### config.mk
export PLATFORM = sky130hd
export DESIGN_NAME = pdu_dma_reader_flat
export DESIGN_NICKNAME = d
export VERILOG_FILES = /design/src/rtl/pdu_dma_reader_if.sv /design/src/rtl/pdu_dma_reader.sv /design/src/flat_wrapper.sv
export SDC_FILE = /design/constraint.sdc
export NUM_CORES = 2
export LEC_CHECK = 0
export CELL_PAD_IN_SITES_DETAIL_PLACEMENT = 0
export CELL_PAD_IN_SITES_GLOBAL_PLACEMENT = 1
export CORE_AREA = 5 5 414 416
export DETAILED_ROUTE_END_ITERATION = 8
export DIE_AREA = 0 0 419 421
export GPL_ROUTABILITY_DRIVEN = 1
export PLACE_DENSITY = 0.91
export SETUP_SLACK_MARGIN = 0.3
export SYNTH_ARGS = -nofsm -noshare
export SYNTH_HDL_FRONTEND = slang
export SYNTH_SLANG_ARGS = --single-unit
### constraint.sdc
create_clock -name clk -period 46.4 [get_ports clk]
set_input_delay 9.28 -clock clk [delete_from_list [all_inputs] [get_ports clk]]
set_output_delay 9.28 -clock clk [all_outputs]
set_load 0.005 [all_outputs]
### src/rtl/pdu_dma_reader_if.sv
// ---------------------------------------------------------------------------
// pdu_dma_reader_if
//
// Groups the signals of the PDU DMA reader's three interfaces:
//   command : dma_start, dma_size, dma_base_addr, dma_queue  (to reader)
//             dma_done                                       (from reader)
//   read    : rd_addr, rd_en                                 (from reader)
//             rd_valid, rd_data (fixed 2-cycle latency)      (to reader)
//   stream  : out_data, out_valid, out_sop, out_eop,
//             out_queue                                      (from reader)
//             out_ready                                      (to reader)
//
// Modports: master = the reader itself, slave = its environment
// (ring buffer, command source and the PCIe DMA write path).
// ---------------------------------------------------------------------------
interface pdu_dma_reader_if #(
    parameter int PDU_AWIDTH    = 9,
    parameter int APP_IDX_WIDTH = 4,
    parameter int DATA_WIDTH    = 512
) ();

    // command
    logic                     dma_start;
    logic [PDU_AWIDTH-1:0]    dma_size;
    logic [PDU_AWIDTH-1:0]    dma_base_addr;
    logic [APP_IDX_WIDTH-1:0] dma_queue;
    logic                     dma_done;

    // ring buffer read port
    logic [PDU_AWIDTH-1:0]    rd_addr;
    logic                     rd_en;
    logic                     rd_valid;
    logic [DATA_WIDTH-1:0]    rd_data;

    // output flit stream
    logic [DATA_WIDTH-1:0]    out_data;
    logic                     out_valid;
    logic                     out_ready;
    logic                     out_sop;
    logic                     out_eop;
    logic [APP_IDX_WIDTH-1:0] out_queue;

    modport master (
        input  dma_start, dma_size, dma_base_addr, dma_queue,
        output dma_done,
        output rd_addr, rd_en,
        input  rd_valid, rd_data,
        output out_data, out_valid, out_sop, out_eop, out_queue,
        input  out_ready
    );

    modport slave (
        output dma_start, dma_size, dma_base_addr, dma_queue,
        input  dma_done,
        input  rd_addr, rd_en,
        output rd_valid, rd_data,
        input  out_data, out_valid, out_sop, out_eop, out_queue,
        output out_ready
    );

endinterface

### src/rtl/pdu_dma_reader.sv
// ---------------------------------------------------------------------------
// pdu_dma_reader
//
// Takes one per-packet DMA command from the PDU ring buffer, reads the
// packet's flits out of the ring (fixed 2-cycle read latency) and streams
// them on a valid/ready port tagged with sop/eop/queue id. A small output
// FIFO guarded by a credit count (reads in flight + entries queued) absorbs
// the read latency so downstream backpressure never loses a flit. dma_done
// pulses one cycle after the last flit is handed off (or one cycle after a
// zero-length command), letting the ring buffer advance.
//
// Ports:
//   clk, rst      sole clock; synchronous active-high reset
//   bus (master)  command / ring read / output stream, see pdu_dma_reader_if
//   busy          high whenever a packet is in progress
//
// Optional build macro PDU_DMA_READER_STATS_EN adds 32-bit wrapping
// counters stat_pkts (dma_done pulses), stat_flits (output handshakes) and
// stat_stall (cycles with out_valid && !out_ready).
// ---------------------------------------------------------------------------
module pdu_dma_reader #(
    parameter int PDU_DEPTH     = 512,
    parameter int PDU_AWIDTH    = $clog2(PDU_DEPTH),
    parameter int APP_IDX_WIDTH = 4,
    parameter int FIFO_DEPTH    = 4
) (
    input  logic             clk,
    input  logic             rst,
    pdu_dma_reader_if.master bus,
    output logic             busy
`ifdef PDU_DMA_READER_STATS_EN
    ,
    output logic [31:0]      stat_pkts,
    output logic [31:0]      stat_flits,
    output logic [31:0]      stat_stall
`endif
);

    localparam int DATA_W = 512;
    // packet counters are one bit wider than an address so that a packet
    // spanning the whole ring never overflows them
    localparam int CW     = PDU_AWIDTH + 1;
    localparam int FAW    = $clog2(FIFO_DEPTH);
    localparam int FCW    = FAW + 1;
    localparam int SUMW   = FCW + 1;

    localparam logic [SUMW-1:0] CREDITS  = SUMW'(FIFO_DEPTH);
    localparam logic [CW-1:0]   RING_END = CW'(PDU_DEPTH);

    typedef enum logic [1:0] {
        S_IDLE,
        S_READ,
        S_DRAIN
    } state_t;

    state_t state_q, state_d;

    // latched command
    logic [PDU_AWIDTH-1:0]    base_q;
    logic [CW-1:0]            size_q;
    logic [APP_IDX_WIDTH-1:0] queue_q;

    // progress counters
    logic [CW-1:0]            issued_q;
    logic [CW-1:0]            accepted_q;
    logic [FCW-1:0]           inflight_q;

    // output FIFO
    logic [DATA_W-1:0]        fifo_data  [FIFO_DEPTH];
    logic                     fifo_sop   [FIFO_DEPTH];
    logic                     fifo_eop   [FIFO_DEPTH];
    logic [APP_IDX_WIDTH-1:0] fifo_queue [FIFO_DEPTH];
    logic [FAW-1:0]           wr_ptr_q;
    logic [FAW-1:0]           rd_ptr_q;
    logic [FCW-1:0]           fifo_count_q;

    logic                     done_q;

    // combinational helpers
    logic [SUMW-1:0]          credit_used;
    logic [CW-1:0]            addr_sum;
    logic [PDU_AWIDTH-1:0]    rd_addr_c;
    logic                     rd_en_c;
    logic                     rd_accept;
    logic                     flit_sop;
    logic                     flit_eop;
    logic                     out_valid_c;
    logic                     out_fire;
    logic                     head_eop;
    logic                     start_pkt;
    logic                     zero_done;
    logic                     pkt_done;

    // ------------------------------------------------------------------
    // Datapath helpers
    // ------------------------------------------------------------------
    always_comb begin
        // every issued read owns either an in-flight slot or a FIFO entry
        // until it is handed downstream, so this sum never exceeds the
        // FIFO depth and a returning flit always has room
        credit_used = {1'b0, inflight_q} + {1'b0, fifo_count_q};

        // wrap at the end of the ring (same as modulo 2^PDU_AWIDTH for a
        // power-of-two ring)
        addr_sum  = {1'b0, base_q} + {1'b0, issued_q[PDU_AWIDTH-1:0]};
        rd_addr_c = (addr_sum >= RING_END) ? PDU_AWIDTH'(addr_sum - RING_END)
                                           : addr_sum[PDU_AWIDTH-1:0];

        // with nothing outstanding a returning flit can only be left over
        // from before a reset; drop it
        rd_accept = bus.rd_valid && (inflight_q != '0);
        flit_sop  = (accepted_q == '0);
        flit_eop  = (accepted_q == size_q - CW'(1));

        out_valid_c = (fifo_count_q != '0);
        out_fire    = out_valid_c && bus.out_ready;
        head_eop    = fifo_eop[rd_ptr_q];
    end

    // ------------------------------------------------------------------
    // FSM next state
    // ------------------------------------------------------------------
    always_comb begin
        state_d   = state_q;
        rd_en_c   = 1'b0;
        start_pkt = 1'b0;
        zero_done = 1'b0;
        pkt_done  = 1'b0;

        case (state_q)
            S_IDLE: begin
                if (bus.dma_start) begin
                    if (bus.dma_size != '0) begin
                        start_pkt = 1'b1;
                        state_d   = S_READ;
                    end else begin
                        zero_done = 1'b1;
                    end
                end
            end

            S_READ: begin
                if ((issued_q < size_q) && (credit_used < CREDITS)) begin
                    rd_en_c = 1'b1;
                    if (issued_q + CW'(1) == size_q) begin
                        state_d = S_DRAIN;
                    end
                end
            end

            S_DRAIN: begin
                if (out_fire && head_eop) begin
                    pkt_done = 1'b1;
                    state_d  = S_IDLE;
                end
            end

            default: state_d = S_IDLE;
        endcase
    end

    // ------------------------------------------------------------------
    // State, command and counters
    // ------------------------------------------------------------------
    always_ff @(posedge clk) begin
        if (rst) begin
            state_q      <= S_IDLE;
            base_q       <= '0;
            size_q       <= '0;
            queue_q      <= '0;
            issued_q     <= '0;
            accepted_q   <= '0;
            inflight_q   <= '0;
            wr_ptr_q     <= '0;
            rd_ptr_q     <= '0;
            fifo_count_q <= '0;
            done_q       <= 1'b0;
        end else begin
            state_q <= state_d;
            done_q  <= zero_done | pkt_done;

            if (start_pkt) begin
                base_q     <= bus.dma_base_addr;
                size_q     <= {1'b0, bus.dma_size};
                queue_q    <= bus.dma_queue;
                issued_q   <= '0;
                accepted_q <= '0;
            end else begin
                if (rd_en_c) begin
                    issued_q <= issued_q + CW'(1);
                end
                if (rd_accept) begin
                    accepted_q <= accepted_q + CW'(1);
                end
            end

            case ({rd_en_c, rd_accept})
                2'b10:   inflight_q <= inflight_q + FCW'(1);
                2'b01:   inflight_q <= inflight_q - FCW'(1);
                default: inflight_q <= inflight_q;
            endcase

            case ({rd_accept, out_fire})
                2'b10:   fifo_count_q <= fifo_count_q + FCW'(1);
                2'b01:   fifo_count_q <= fifo_count_q - FCW'(1);
                default: fifo_count_q <= fifo_count_q;
            endcase

            if (rd_accept) begin
                wr_ptr_q <= wr_ptr_q + 1'b1;
            end
            if (out_fire) begin
                rd_ptr_q <= rd_ptr_q + 1'b1;
            end
        end
    end

    // FIFO storage needs no reset: an entry is only visible once counted
    always_ff @(posedge clk) begin
        if (rd_accept) begin
            fifo_data[wr_ptr_q]  <= bus.rd_data;
            fifo_sop[wr_ptr_q]   <= flit_sop;
            fifo_eop[wr_ptr_q]   <= flit_eop;
            fifo_queue[wr_ptr_q] <= queue_q;
        end
    end

    // ------------------------------------------------------------------
    // Outputs
    // ------------------------------------------------------------------
    always_comb begin
        bus.dma_done  = done_q;
        bus.rd_en     = rd_en_c;
        bus.rd_addr   = rd_addr_c;
        bus.out_valid = out_valid_c;
        bus.out_data  = '0;
        bus.out_sop   = 1'b0;
        bus.out_eop   = 1'b0;
        bus.out_queue = '0;
        // the head entry cannot change until it is popped, which keeps the
        // stream stable while stalled
        if (out_valid_c) begin
            bus.out_data  = fifo_data[rd_ptr_q];
            bus.out_sop   = fifo_sop[rd_ptr_q];
            bus.out_eop   = fifo_eop[rd_ptr_q];
            bus.out_queue = fifo_queue[rd_ptr_q];
        end
        busy = (state_q != S_IDLE);
    end

`ifdef PDU_DMA_READER_STATS_EN
    always_ff @(posedge clk) begin
        if (rst) begin
            stat_pkts  <= '0;
            stat_flits <= '0;
            stat_stall <= '0;
        end else begin
            if (done_q) begin
                stat_pkts <= stat_pkts + 32'd1;
            end
            if (out_fire) begin
                stat_flits <= stat_flits + 32'd1;
            end
            if (out_valid_c && !bus.out_ready) begin
                stat_stall <= stat_stall + 32'd1;
            end
        end
    end
`endif

endmodule

### src/flat_wrapper.sv
// flat-port wrapper written by rule: the top's interface ports become plain ports
module pdu_dma_reader_flat 
#(
    parameter int PDU_DEPTH     = 512,
    parameter int PDU_AWIDTH    = $clog2(PDU_DEPTH),
    parameter int APP_IDX_WIDTH = 4,
    parameter int FIFO_DEPTH    = 4
)
  (clk, rst, busy, bus_dma_start, bus_dma_size, bus_dma_base_addr, bus_dma_queue, bus_dma_done, bus_rd_addr, bus_rd_en, bus_rd_valid, bus_rd_data, bus_out_data, bus_out_valid, bus_out_sop, bus_out_eop, bus_out_queue, bus_out_ready);
  pdu_dma_reader_if #(.PDU_AWIDTH(PDU_AWIDTH), .APP_IDX_WIDTH(APP_IDX_WIDTH), .DATA_WIDTH((512))) bus_i ();
  input  logic clk;
  input  logic rst;
  output logic busy;
  input wire logic [$bits(bus_i.dma_start)-1:0] bus_dma_start;
  input wire logic [$bits(bus_i.dma_size)-1:0] bus_dma_size;
  input wire logic [$bits(bus_i.dma_base_addr)-1:0] bus_dma_base_addr;
  input wire logic [$bits(bus_i.dma_queue)-1:0] bus_dma_queue;
  output wire logic [$bits(bus_i.dma_done)-1:0] bus_dma_done;
  output wire logic [$bits(bus_i.rd_addr)-1:0] bus_rd_addr;
  output wire logic [$bits(bus_i.rd_en)-1:0] bus_rd_en;
  input wire logic [$bits(bus_i.rd_valid)-1:0] bus_rd_valid;
  input wire logic [$bits(bus_i.rd_data)-1:0] bus_rd_data;
  output wire logic [$bits(bus_i.out_data)-1:0] bus_out_data;
  output wire logic [$bits(bus_i.out_valid)-1:0] bus_out_valid;
  output wire logic [$bits(bus_i.out_sop)-1:0] bus_out_sop;
  output wire logic [$bits(bus_i.out_eop)-1:0] bus_out_eop;
  output wire logic [$bits(bus_i.out_queue)-1:0] bus_out_queue;
  input wire logic [$bits(bus_i.out_ready)-1:0] bus_out_ready;
  assign bus_i.dma_start = bus_dma_start;
  assign bus_i.dma_size = bus_dma_size;
  assign bus_i.dma_base_addr = bus_dma_base_addr;
  assign bus_i.dma_queue = bus_dma_queue;
  assign bus_dma_done = bus_i.dma_done;
  assign bus_rd_addr = bus_i.rd_addr;
  assign bus_rd_en = bus_i.rd_en;
  assign bus_i.rd_valid = bus_rd_valid;
  assign bus_i.rd_data = bus_rd_data;
  assign bus_out_data = bus_i.out_data;
  assign bus_out_valid = bus_i.out_valid;
  assign bus_out_sop = bus_i.out_sop;
  assign bus_out_eop = bus_i.out_eop;
  assign bus_out_queue = bus_i.out_queue;
  assign bus_i.out_ready = bus_out_ready;
  pdu_dma_reader #(.PDU_DEPTH(PDU_DEPTH), .PDU_AWIDTH(PDU_AWIDTH), .APP_IDX_WIDTH(APP_IDX_WIDTH), .FIFO_DEPTH(FIFO_DEPTH)) u_core (.clk(clk), .rst(rst), .bus(bus_i), .busy(busy));
endmodule
Word level (Yosys, flattened, before mapping)
Memories as Yosys holds them, arrays and structs flattened. A register that Yosys moved wholly into a read port is not among the register bits. Index checks and enable logic that the tools add are counted.

Flip-flop bits (word level): 55. Memory bits (writable): 2072. Input port bits: 539. Output and inout port bits: 531. Logic and storage cells: 91. Memories: 4.

Add/subtract/negate cells: 12. Magnitude comparators: 3. Eq/ne operators: 13. Mux-type cells: 33. Bitwise gates (word level): 1. Reduce and logical (&&, ||, !) cells: 14.

Memories: u_core.fifo_data (words 4, width 512, read ports 1, clocked after Yosys merged registers in 1, wr ports 1, line pdu_dma_reader.sv:69) `logic [DATA_W-1:0] fifo_data [FIFO_DEPTH];`; u_core.fifo_queue (words 4, width 4, read ports 1, clocked after Yosys merged registers in 1, wr ports 1, line pdu_dma_reader.sv:72) `logic [APP_IDX_WIDTH-1:0] fifo_queue [FIFO_DEPTH];`; u_core.fifo_eop (words 4, width 1, read ports 1, clocked after Yosys merged registers in 1, wr ports 1, line pdu_dma_reader.sv:71) `logic fifo_eop [FIFO_DEPTH];`; u_core.fifo_sop (words 4, width 1, read ports 1, clocked after Yosys merged registers in 1, wr ports 1, line pdu_dma_reader.sv:70) `logic fifo_sop [FIFO_DEPTH];`.

Operators with widths (number): $mux 512 (1); $mux 2 (13); $add 10x1->10 const B (2); $mux 1 (14); $pmux 3 s2 (2); $add 9x9->10 (1); $eq 10x10->1 (1); $eq 10x9->1 (1); $ge 10x10->1 const B (1); $logic_not 10->1 (1); $lt 10x9->1 (1); $sub 9x1->10 const B (1); $mux 9 (1); $reduce_bool 9->1 (1); $sub 9x1->9 const B (1); $ne 2x1->1 const B (4); $add 3x1->3 const B (2); $eq 2x1->1 const B (3); $eq 2x2->1 const B (3); $pmux 2 s3 (1); $reduce_bool 2->1 (3); $reduce_bool 3->1 (2); $sub 3x1->3 const B (2); $reduce_and 5->1 (1); 9 further kinds (13).

Longest topological paths before layout
Word-level depth: 7. Gate-level depth with buffers: 14.

Worst setup path before layout
No wires, ideal clock.

Path type: input to register. Start: in bus_rd_valid. End: mem u_core.fifo_data[0][0], enable pin. Arrival time: 21.510 ns. Required time: 45.450 ns. Slack: 23.940 ns. Stages on the path: 4. Path through: o31ai_1 inv_1 clkbuf_1 and2_1.

Word-level cells in the longest chain between the ends: 3.

RTL lines: start: declaration (line flat_wrapper.sv:21) `input wire logic [$bits(bus_i.rd_valid)-1:0] bus_rd_valid;`; $logic_and 1x1->1 (line pdu_dma_reader.sv:111) `rd_accept = bus.rd_valid && (inflight_q != '0);`; via u_core.rd_accept (line pdu_dma_reader.sv:84) `logic rd_accept;`; $mux 1 (line pdu_dma_reader.sv:220) `if (rd_accept) begin`; $mux 1 (not written as such) (line pdu_dma_reader.sv:221) `fifo_data[wr_ptr_q] <= bus.rd_data;`; end: declaration (line pdu_dma_reader.sv:69).

The timed path passes the listed nets, and every way through them passes these cells.

==> metrics.txt <==
Final Hold Violating Endpoints 0; min-delay worst type reg -> reg; IO buf count roughly 1100; Layout area overhead 24.2%; routed wire length around 200000 um; final instance area 0.101 mm^2; metal3 WL 18000 um; TritonCTS clock tree built; # IOs 1070; share of cells above drive strength 1 0.172; Worst-path clk slew roughly 0.060 ns; Post-Syn Area per Cell 21.8 um^2; Initial Util 0.488; DRC 0; hold_buf cts 0; status complete, no violations; Root Buffer clkbuf_16; Placed Cells 6866; core box area 0.167 mm^2; Final Max Tran Viols 0; DRT Pass-1 Iters 5; gpl congestion 0.829; die height 421 um; Max Clock Skew 0.0346 ns; Max Fanout on Critical Path between 100 and 150; Leakage 31.6 nW; total grt overflow 0; initial antenna violation count 85; library cells used by synthesis 48; syn nets 4310; postcts setup bufs 0; Final period util 0.323; largest net degree at the start of global routing 159; cell row count 150; final non-filler cell total 7310; CTS H-tree depth 4; number of global-route vias before repair between 40000 and 50000; CTS max path bufs 3; vias per cell around 5.6; met2 wire len 103000 um; Detail Route Antenna Nets 0; initial drt markers around 4000; placed cell areas 0.0946 mm^2; DR vias just over 40000; Max-Cap Viols 0; die area around 0.18 mm^2; startpoint types flip-flop; Num CTS Buffers 204; final setup fails 0; Power Dens Cells between 50 and 60 mW/mm^2; Max Used Layer met5; CP Capture Type output port; R2R Path Start u_core.inflight_q[0]$_SDFFE_PP0P_; Met1 Wirelength 70200 um; post-layout minimum cycle time 14.96 ns; flops & latches, synth roughly 2100; clk sinks 2129; crit path kind reg -> out; critical path data required time between 30 and 40 ns; Cells after Synth 3739; first-pass GRT wire length 292000 um; Post-synth EDFFs approximately 2100; post-CTS sizing 0; beginning of the worst hold path u_core.base_q[0]$_SDFFE_PP0P_; Arr. time, crit path 5.68 ns; unrepaired setup endpoints after global routing no; worst-margin pin slew 1.24 ns; Worst IR Drop VDD just over 0.00005 V; worst rel slew slack 0.173; Final nets 5439; fraction of registers with async set/reset 0; setup TNS 0 ns; Post-synth top flop edfxtp_1; sequential share of the synthesized area 0.778; hpwl dp between 100000 and 150000 um; Die Width 419 um; fin util 0.606; worst skew pair latency 0.85 ns; post-DR wirelength/cell 27.6 um; Max Clk Rate 66.8 MHz; synth warn 0; synthesized area 0.0814 mm^2; GRT Util Overall 0.225
worst max-delay path, cell delays in order (launching register included):
cell	delay [ns]
dfxtp_4	0.88
buf_12	0.66
buf_4	0.84
buf_4	0.89
mux4_2	0.61
and2_1	0.19
clkdlybuf4s50_1	0.49
cells in the final DEF (no fill, tap or decap), types with 4 or more instances in the layout:
master / netlist / routed
a21oi_1: 45 / 45
and2_1: 524 / 520
and2_4: 0 / 4
and3_1: 6 / 6
buf_12: 0 / 9
buf_4: 1 / 38
bufinv_16: 0 / 13
clkbuf_1: 120 / 42
clkbuf_16: 0 / 205
clkdlybuf4s50_1: 0 / 1069
clkinv_1: 0 / 43
clkinv_2: 0 / 43
clkinv_4: 0 / 4
clkinvlp_4: 0 / 10
dfxtp_1: 57 / 55
diode_2: 0 / 70
edfxtp_1: 2072 / 2072
ha_1: 29 / 29
inv_1: 36 / 36
inv_6: 0 / 6
mux4_2: 518 / 518
nand2_1: 70 / 70
nand3_1: 19 / 19
nand4_1: 7 / 7
nor2_1: 42 / 42
nor3_1: 8 / 8
nor4_1: 6 / 6
o21ai_0: 10 / 10
or3_1: 6 / 5
xnor2_1: 25 / 25
xor2_1: 24 / 24
cells by family (layout without fill, tap and decap cells):
group                    Yosys count  after routing  share of synthesized area
adder cells (fa/ha/maj)           32             32                    0.00519
flip-flops                      2129           2129                      0.778
other                              0             70                          0
XOR/XNOR                          49             49                    0.00527
AND/OR/NAND/NOR                  707            707                     0.0509
multiplexers                     520            520                      0.144
buffers and inverters            229           1526                     0.0116
AO/OA/AOI/OAI                     73             73                    0.00530
per-stage QoR:
stage	total power (W)	hold slack, ns	worst slack (ns)
2_1_floorplan	0.00323	0.424	23.94
3_3_place_gp	0.00381	0.448	32.12
3_5_place_dp	0.00383	0.456	32.13
4_1_cts	0.00543	0.464	31.16
5_1_grt	0.00559	0.492	30.76
6_report	0.00537	0.462	31.44
registers in the layout (all words and copies together) (netlist names), named ones only:
signal and count:
u_core.state_q 2, u_core.accepted_q 10, u_core.inflight_q 3, u_core.fifo_data 2048, u_core.queue_q 4, u_core.bus.dma_done 1, u_core.fifo_sop 4, u_core.issued_q 10
u_core.fifo_count_q 3, u_core.size_q 9, u_core.fifo_eop 4, u_core.wr_ptr_q 2, u_core.base_q 9, u_core.rd_ptr_q 2, u_core.fifo_queue 16
cells in the mapped netlist (8+ instances only):
library cell	instances	area share
mux4_2	518	0.14
edfxtp_1	2072	0.76
nand2_1	70	0.0032
ha_1	29	0.0045
nand3_1	19	0.0012
xor2_1	24	0.0026
a21oi_1	45	0.0028
o21ai_0	10	0.00061
clkbuf_1	120	0.0055
nor3_1	8	0.00049
inv_1	36	0.0017
dfxtp_1	57	0.014
and2_1	524	0.040
buf_2	66	0.0041
xnor2_1	25	0.0027
nor2_1	42	0.0019
layer usage:
layer | GRT usage | vias to the layer above
met5 | 0 | -
met4 | 0.120 | 38
met3 | 0.0695 | 399
met2 | 0.374 | 1859
met1 | 0.263 | 21400
li1 | - | 17500
worst paths after layout:
check | end | slack, ns | cells past startpoint
max | bus_out_data[177] | 31.44 | 6
min | u_core.base_q[0]$_SDFFE_PP0P_ | 0.46 | 2
max reg2reg | u_core.fifo_data[3][81]$_DFFE_PP_ | 41.88 | 6
min reg2reg | u_core.base_q[0]$_SDFFE_PP0P_ | 0.46 | 2
power by group:
| part | internal, W | leakage, nW | total [W] | switching, W |
|---|---|---|---|---|
| clock | 0.000886 | 3.11 | 0.00159 | 0.000702 |
| combinational | 0.000736 | 9.31 | 0.00141 | 0.000676 |
| sequential | 0.00232 | 19.2 | 0.00237 | 0.0000519 |
| total | 0.00394 | 31.6 | 0.00537 | 0.00143 |
area by class of cell:
type	instances	area (um^2)
multi-input cells	1381	17100
clock inverters	127	1090
fillers	11200	65700
diodes	70	175
well taps	2204	2760
flip-flops and latches	2129	63400
inverters	36	135
repair buffers	1116	11200
clock buffers	247	5290
Power figures use the tool's default switching activity.
